==> config.mk <==
export PLATFORM = sky130hd
export DESIGN_NAME = video_timing_gen
export DESIGN_NICKNAME = d
export VERILOG_FILES = /design/src/rtl/video_timing_gen.sv
export SDC_FILE = /design/constraint.sdc
export NUM_CORES = 1
export LEC_CHECK = 0
export ABC_AREA = 0
export CAP_MARGIN = 20
export CORE_MARGIN = 2
export CORE_UTILIZATION = 50
export CTS_CLUSTER_DIAMETER = 200
export CTS_CLUSTER_SIZE = 30
export DETAILED_ROUTE_END_ITERATION = 12
export GPL_ROUTABILITY_DRIVEN = 0
export PLACE_DENSITY = 0.84
export SETUP_SLACK_MARGIN = 0.15
export SLEW_MARGIN = 20
export SYNTH_ARGS = -nofsm -noshare
export SYNTH_HDL_FRONTEND = slang
export SYNTH_SLANG_ARGS = --single-unit
==> constraint.sdc <==
create_clock -name clk -period 3.1 [get_ports clk]
set_input_delay 0.31 -clock clk [delete_from_list [all_inputs] [get_ports clk]]
set_output_delay 0.31 -clock clk [all_outputs]
set_load 0.01 [all_outputs]
==> src/rtl/video_timing_gen.sv <==
// ----------------------------------------------------------------------------
// video_timing_gen
//
// Raster timing generator for the video output stage. Walks the pixel clock
// through the horizontal and vertical active / front-porch / sync / back-porch
// regions and emits pixel/line counters, a visible-area flag, line and frame
// strobes, and VGA sync. A copy of the sync pair is delayed by PIPE_DELAY
// clocks so it lines up with the colour pipeline.
//
// Ports
//   clk            in   pixel clock
//   rst_n          in   synchronous reset, active-low
//   h_count_o      out  pixel index in line, 0..H_TOTAL-1
//   v_count_o      out  line index in frame, 0..V_TOTAL-1
//   visible_o      out  high inside the active picture area
//   line_start_o   out  1-clk pulse when h_count_o == 0
//   frame_start_o  out  1-clk pulse when h_count_o == 0 and v_count_o == 0
//   hsync_o        out  undelayed hsync, aligned with h_count_o
//   vsync_o        out  undelayed vsync, aligned with v_count_o
//   vga_hsync_o    out  hsync_o delayed PIPE_DELAY clocks
//   vga_vsync_o    out  vsync_o delayed PIPE_DELAY clocks
// ----------------------------------------------------------------------------
module video_timing_gen #(
    parameter int unsigned H_VISIBLE  = 640,
    parameter int unsigned H_FRONT    = 16,
    parameter int unsigned H_SYNC     = 96,
    parameter int unsigned H_BACK     = 48,
    parameter int unsigned V_VISIBLE  = 480,
    parameter int unsigned V_FRONT    = 10,
    parameter int unsigned V_SYNC     = 2,
    parameter int unsigned V_BACK     = 33,
    parameter logic        H_SYNC_POL = 1'b0,
    parameter logic        V_SYNC_POL = 1'b0,
    parameter int unsigned PIPE_DELAY = 2,
    localparam int unsigned H_TOTAL   = H_VISIBLE + H_FRONT + H_SYNC + H_BACK,
    localparam int unsigned V_TOTAL   = V_VISIBLE + V_FRONT + V_SYNC + V_BACK,
    localparam int unsigned HW        = $clog2(H_TOTAL),
    localparam int unsigned VW        = $clog2(V_TOTAL)
) (
    input  logic          clk,
    input  logic          rst_n,
    output logic [HW-1:0] h_count_o,
    output logic [VW-1:0] v_count_o,
    output logic          visible_o,
    output logic          line_start_o,
    output logic          frame_start_o,
    output logic          hsync_o,
    output logic          vsync_o,
    output logic          vga_hsync_o,
    output logic          vga_vsync_o
);

    if (H_VISIBLE < 1 || H_FRONT < 1 || H_SYNC < 1 || H_BACK < 1 ||
        V_VISIBLE < 1 || V_FRONT < 1 || V_SYNC < 1 || V_BACK < 1 ||
        PIPE_DELAY > 7) begin : g_param_check
        $error("video_timing_gen: every region needs width >= 1 and PIPE_DELAY must be 0..7");
    end

    localparam logic [HW-1:0] H_LAST       = HW'(H_TOTAL - 1);
    localparam logic [HW-1:0] H_VIS_END    = HW'(H_VISIBLE);
    localparam logic [HW-1:0] H_SYNC_START = HW'(H_VISIBLE + H_FRONT);
    localparam logic [HW-1:0] H_SYNC_END   = HW'(H_VISIBLE + H_FRONT + H_SYNC);

    localparam logic [VW-1:0] V_LAST       = VW'(V_TOTAL - 1);
    localparam logic [VW-1:0] V_VIS_END    = VW'(V_VISIBLE);
    localparam logic [VW-1:0] V_SYNC_START = VW'(V_VISIBLE + V_FRONT);
    localparam logic [VW-1:0] V_SYNC_END   = VW'(V_VISIBLE + V_FRONT + V_SYNC);

    // run_q stays low for the first edge after reset release so that (0,0)
    // is presented again, this time with its decoded flags asserted.
    logic          run_q;
    logic [HW-1:0] h_next;
    logic [VW-1:0] v_next;
    logic          h_vis_next;
    logic          v_vis_next;
    logic          h_sync_next;
    logic          v_sync_next;

    always_comb begin
        h_next = '0;
        v_next = '0;
        if (run_q) begin
            if (h_count_o == H_LAST) begin
                h_next = '0;
                v_next = (v_count_o == V_LAST) ? '0 : v_count_o + 1'b1;
            end else begin
                h_next = h_count_o + 1'b1;
                v_next = v_count_o;
            end
        end
    end

    // Flags are decoded from the next-count values and registered together
    // with the counters, so every output describes the same (h,v).
    always_comb begin
        h_vis_next  = (h_next < H_VIS_END);
        v_vis_next  = (v_next < V_VIS_END);
        h_sync_next = (h_next >= H_SYNC_START) && (h_next < H_SYNC_END);
        v_sync_next = (v_next >= V_SYNC_START) && (v_next < V_SYNC_END);
    end

    always_ff @(posedge clk) begin
        if (!rst_n) begin
            run_q         <= 1'b0;
            h_count_o     <= '0;
            v_count_o     <= '0;
            visible_o     <= 1'b0;
            line_start_o  <= 1'b0;
            frame_start_o <= 1'b0;
            hsync_o       <= ~H_SYNC_POL;
            vsync_o       <= ~V_SYNC_POL;
        end else begin
            run_q         <= 1'b1;
            h_count_o     <= h_next;
            v_count_o     <= v_next;
            visible_o     <= h_vis_next && v_vis_next;
            line_start_o  <= (h_next == '0);
            frame_start_o <= (h_next == '0) && (v_next == '0);
            hsync_o       <= h_sync_next ? H_SYNC_POL : ~H_SYNC_POL;
            vsync_o       <= v_sync_next ? V_SYNC_POL : ~V_SYNC_POL;
        end
    end

    if (PIPE_DELAY == 0) begin : g_no_pipe
        assign vga_hsync_o = hsync_o;
        assign vga_vsync_o = vsync_o;
    end else begin : g_pipe
        logic [PIPE_DELAY-1:0] hs_pipe;
        logic [PIPE_DELAY-1:0] vs_pipe;

        always_ff @(posedge clk) begin
            if (!rst_n) begin
                hs_pipe <= {PIPE_DELAY{~H_SYNC_POL}};
                vs_pipe <= {PIPE_DELAY{~V_SYNC_POL}};
            end else begin
                hs_pipe[0] <= hsync_o;
                vs_pipe[0] <= vsync_o;
                for (int unsigned i = 1; i < PIPE_DELAY; i++) begin
                    hs_pipe[i] <= hs_pipe[i-1];
                    vs_pipe[i] <= vs_pipe[i-1];
                end
            end
        end

        assign vga_hsync_o = hs_pipe[PIPE_DELAY-1];
        assign vga_vsync_o = vs_pipe[PIPE_DELAY-1];
    end

endmodule

After elaboration in Yosys (flattened, before gate mapping):

Index checks and enable logic that the tools add are counted.

* register bits after elaboration: 30
* output and inout port bits: 27
* word-level logic and storage cells: 34

* add/subtract/negate cells: 2
* order comparisons: 6
* equal/unequal tests: 2
* muxes and demuxes: 8
* reduce and logical (&&, ||, !) cells: 6

Operators by type and width (count)
* two-way mux 10 bit: 5
* adder 10 x 1 -> 10 bit (second input constant): 2
* equality test 10 bit (second input constant): 2
* logical NOT 10 bit: 2
* < comparator 10 bit (second input constant): 2
* < comparator 10 x 9 -> 1 bit (second input constant): 2
* >= comparator 10 bit (second input constant): 1
* >= comparator 10 x 9 -> 1 bit (second input constant): 1
* logical AND 1 bit: 4
* two-way mux 1 bit: 3

Depth between registers and ports, before layout:

* depth after elaboration: 7
* mapped depth: 8

Worst setup path before layout:

Ideal clock, no wire load.

* path type: reg2reg
* start point: reg h_count_o[1]
* end point: reg vsync_o
* setup time: 128 ps
* arrival time: 1975 ps
* data required time: 2972 ps
* path slack: 997 ps
* stages on the path, launching flop included: 8
* buffers on the path: 0
* cell sequence: dfxtp_1 ha_1 and4_4 nand3_2 or3_1 xor2_1 nor4_4 nand3_1

* word-level cells in the longest chain between the ends: 6
* elaborated cells between the ends (all ways): 7

Ends and longest elaborated chain
* start, declared: line 42 `output logic [HW-1:0] h_count_o,`
* start signal, assigned: line 114 `h_count_o <= h_next;`
* equality test 10 bit *: line 83 `if (h_count_o == H_LAST) begin`
* two-way mux 10 bit *: line 83
* two-way mux 10 bit *: line 82 `if (run_q) begin`
* >= comparator 10 x 9 -> 1 bit / < comparator 10 x 9 -> 1 bit (equally long branches): line 99 `v_sync_next = (v_next >= V_SYNC_START) && (v_next < V_SYNC_END);`
* logical AND 1 bit *: line 99
* two-way mux 1 bit *: line 120 `vsync_o <= v_sync_next ? V_SYNC_POL : ~V_SYNC_POL;`
* end signal, assigned: line 111 `vsync_o <= ~V_SYNC_POL;`
* end signal, assigned: line 120
* end, declared: line 48 `output logic vsync_o,`

Every way passes the cells marked *; elsewhere a longest branch is shown, timed or not.
A chain may end at the register's enable or synchronous reset.

Final worst setup path:

Ends and elaborated chain as after synthesis.

==> impl_metrics.py <==
metrics = {
    "cells_and_area": {
        "fin_nets": 215,
        "multi_input_area_um2": 880,
        "drive_gt1_frac": 0.0616,
        "antenna_cells": 0,
        "area_delta_synth_final_pct": 21.0,
        "seq_area_um2": 601,
        "nFillCells": 263,
    },
    "clock_tree": {
        "cts_sinks": 30,
        "cts_buffer_depth": 2,
        "ctsHoldBuffers": 0,
        "post_cts_buffers": 0,
        "root_buffer": "clkbuf_4",
        "ctsHtreeMaxLevel": 2,
        "cts.repair.resized": 0,
        "cts_made_buffers": 5,
        "clk_pin_slew_worst_paths_ns": 0.10,
        "cts_tree": "yes",
        "clk_latency_ns": 0.33,
    },
    "global_route": {
        "grt_pass1_vias": 1246,
        "grt_max_degree": 13,
        "grt_pass1_wl_mm": 5.79,
        "grt.total_usage": 0.218,
        "grt-ovfl-total": 0,
        "antenna_found_initial": 0,
    },
    "yosys": {
        "synth_fp_nets": 192,
        "synth-edff-count": 0,
        "synth_area_um2": 1560,
        "synthArstFlopShare": 0,
        "yosysSeqAreaShare": 0.384,
        "synth-main-ff-cell": "dfxtp_1",
        "synthCells": 187,
        "avgSynthCellArea_um2": 8.36,
        "yosysWarnings": 0,
        "synthDistinctLibCells": 41,
        "ys_ff_latch": 30,
    },
    "power": {
        "p_leak_uw": 0.000673,
        "power_uw": 664,
        "power.switching_uw": 153,
        "p_int_uw": 511,
        "combPwrFrac": 0.040,
        "irDropWorstVdd_mv": 0.267,
        "clkPwrFrac": 0.366,
        "p_per_area_nw_per_um2": 351,
        "power.share.sequential": 0.593,
        "netSwitchingFraction": 0.230,
    },
    "route": {
        "vias": 1389,
        "drt_wl_total_mm": 3.43,
        "viasPerCell": 5.69,
        "detail_route.wl_per_cell_um": 14.0,
        "drtIter0Drc": 47,
        "drt.antenna.violating_nets": 0,
        "drc": 0,
        "drt-pass1-iter-count": 4,
    },
    "sta": {
        "setup_tns_ns": 0,
        "setup_violations": 0,
        "finalClockSkew_ns": 0.00679,
        "fmax_mhz": 416,
        "rsz0062_at_grt": "false",
        "post-route-min-period_ns": 2.41,
        "slew_headroom": 0.741,
        "tightest_slew_ns": 0.379,
        "drv_slew": 0,
        "timing.final.crit_share": 0.776,
        "hold_viol": 0,
    },
    "worst_setup_path": {
        "r2r-start": "h_count_o[1]",
        "arrival_ns": 2.62,
        "path_class": "reg -> reg",
        "critical_path_depth": 7,
        "crit_buf_inv": 0,
        "cpPeakStageDelay_ns": 0.44,
        "ff2ff_path_depth": 7,
        "startpoint_type": "register",
        "path_cells": "ha_1 -> and4_4 -> nand3_2 -> or3_1 -> xor2_1 -> nor4_4 -> nand3_1",
        "crit_fanout": 12,
        "endpoint_kind": "register",
        "cp_top_family": "simple AND/OR/NAND/NOR gates",
        "rr_endpoint": "vsync_o",
        "regToRegSetupSlack_ns": 0.69,
        "required_ns": 3.31,
        "critPathSlowestCell": "or3_1",
    },
    "job": {
        "cap_violations": 0,
    },
    "floorplan": {
        "dieArea_um2": 3590,
        "die_w_um": 59.9,
        "chipHeight_um": 59.9,
        "initial_core_util": 0.521,
        "core.rowCount": 20,
        "core_um2": 3000,
        "ioPinCount": 29,
    },
    "outcome": {
        "outcome": "finished, final reports clean",
    },
    "worst_hold_path": {
        "hold_class": "reg -> reg",
        "min_path_cells": 1,
        "worstHoldEndpoint": "g_pipe.hs_pipe[1]",
        "worstHoldStart": "g_pipe.hs_pipe[0]",
    },
    "placement": {
        "hpwl_mm": 2.39,
        "port-buffer-count": 28,
    },
}
per-layer routing:
metal,track usage,vias up,routed length [µm]
met5,0,-,0
met4,0.111,0,82
met3,0.0606,8,169
met2,0.309,41,1480
met1,0.299,643,1690
li1,-,697,-
power groups by stage:
stage / logic [µW] / registers [µW] / clock network (µW)
finish: 26.6 / 394 / 243
global route: 28.9 / 395 / 271
CTS: 26.7 / 394 / 253
detailed placement: 26.0 / 402 / 0
global placement: 26.0 / 403 / 0
floorplan: 13.5 / 403 / 0
final cells by class:
| class | instances | area share |
|---|---|---|
| repair buffers | 28 | 0.148 |
| clock buffers | 7 | 0.0291 |
| multi-input cells | 137 | 0.465 |
| clock inverters | 1 | 0.00265 |
| well taps | 33 | 0.0218 |
| flip-flops and latches | 30 | 0.317 |
| inverters | 8 | 0.0159 |
cells by family after synthesis:
logic type / Yosys count / synth area share
AOI/OAI and AO/OA: 28 / 0.122
xor gates and xnor gates: 18 / 0.101
adders and majority gates: 3 / 0.0240
buffers and inverters: 20 / 0.0536
DFF: 30 / 0.384
muxes: 2 / 0.0128
and+or+nand+nor: 86 / 0.302
sequential cells by signal, indices dropped and copies added (netlist names), 2 cells and up:
name and count:
g_pipe.hs_pipe 2, g_pipe.vs_pipe 2, v_count_o 10, h_count_o 10
placed cells by master, fill, tap and decap left out, types with 2 or more instances in the layout:
master	n
and4_1	4
a21oi_1	7
xnor2_1	10
nor2_1	22
mux2i_1	2
clkdlybuf4s50_1	28
and2_1	3
a311oi_1	2
clkbuf_4	5
o211ai_1	2
o21ai_0	5
nor3_1	8
xor2_1	8
or3_1	2
nand3_1	8
nand4_1	3
nor2b_1	3
a2111oi_0	2
nor4_1	2
and3_1	4
dfxtp_1	30
nand2b_1	5
ha_1	3
nand2_1	16
inv_1	8
through the flow:
| step | util | hold slack (ns) | instances | area (µm²) | setup slack (ns) |
|---|---|---|---|---|---|
| after global placement | 0.610 | 0.391 | 236 | 1830 | 0.838 |
| after CTS | 0.630 | 0.425 | 244 | 1890 | 0.705 |
| after detailed placement | 0.610 | 0.400 | 236 | 1830 | 0.748 |
| final | 0.630 | 0.416 | 244 | 1890 | 0.694 |
| after global routing | 0.630 | 0.450 | 244 | 1890 | 0.531 |
| after floorplan | - | 0.338 | 187 | 1560 | 0.997 |
worst max path at each step:
| stage | slack, ns | startpoint | endpoint |
|---|---|---|---|
| global route | 0.53 | h_count_o[1] | vsync_o |
| global placement | 0.84 | h_count_o[0] | vsync_o |
| detailed placement | 0.75 | h_count_o[1] | vsync_o |
| floorplan | 1.0 | h_count_o[1] | vsync_o |
| CTS | 0.70 | h_count_o[1] | vsync_o |
| finish | 0.69 | h_count_o[1] | vsync_o |
Yosys cell counts, types with 2 or more instances:
cell type / number / area, µm²
clkbuf_1: 5 / 18.8
mux2i_1: 2 / 20.0
nand2_1: 16 / 60.1
and2_1: 3 / 18.8
o211ai_1: 2 / 15.0
nor3_1: 8 / 40.0
xor2_1: 8 / 70.1
nor4_1: 2 / 12.5
and4_1: 4 / 35.0
nand2b_1: 5 / 31.3
ha_1: 3 / 37.5
dfxtp_1: 30 / 601
xnor2_1: 10 / 87.6
a2111oi_0: 2 / 17.5
nand3_1: 8 / 40.0
nor2b_1: 3 / 18.8
a21oi_1: 7 / 35.0
nor2_1: 22 / 82.6
inv_1: 8 / 30.0
a311oi_1: 2 / 17.5
and3_1: 4 / 25.0
or3_1: 2 / 12.5
o21ai_0: 5 / 25.0
nand4_1: 3 / 18.8
buf_2: 7 / 35.0
Power figures use the tool's default switching activity.
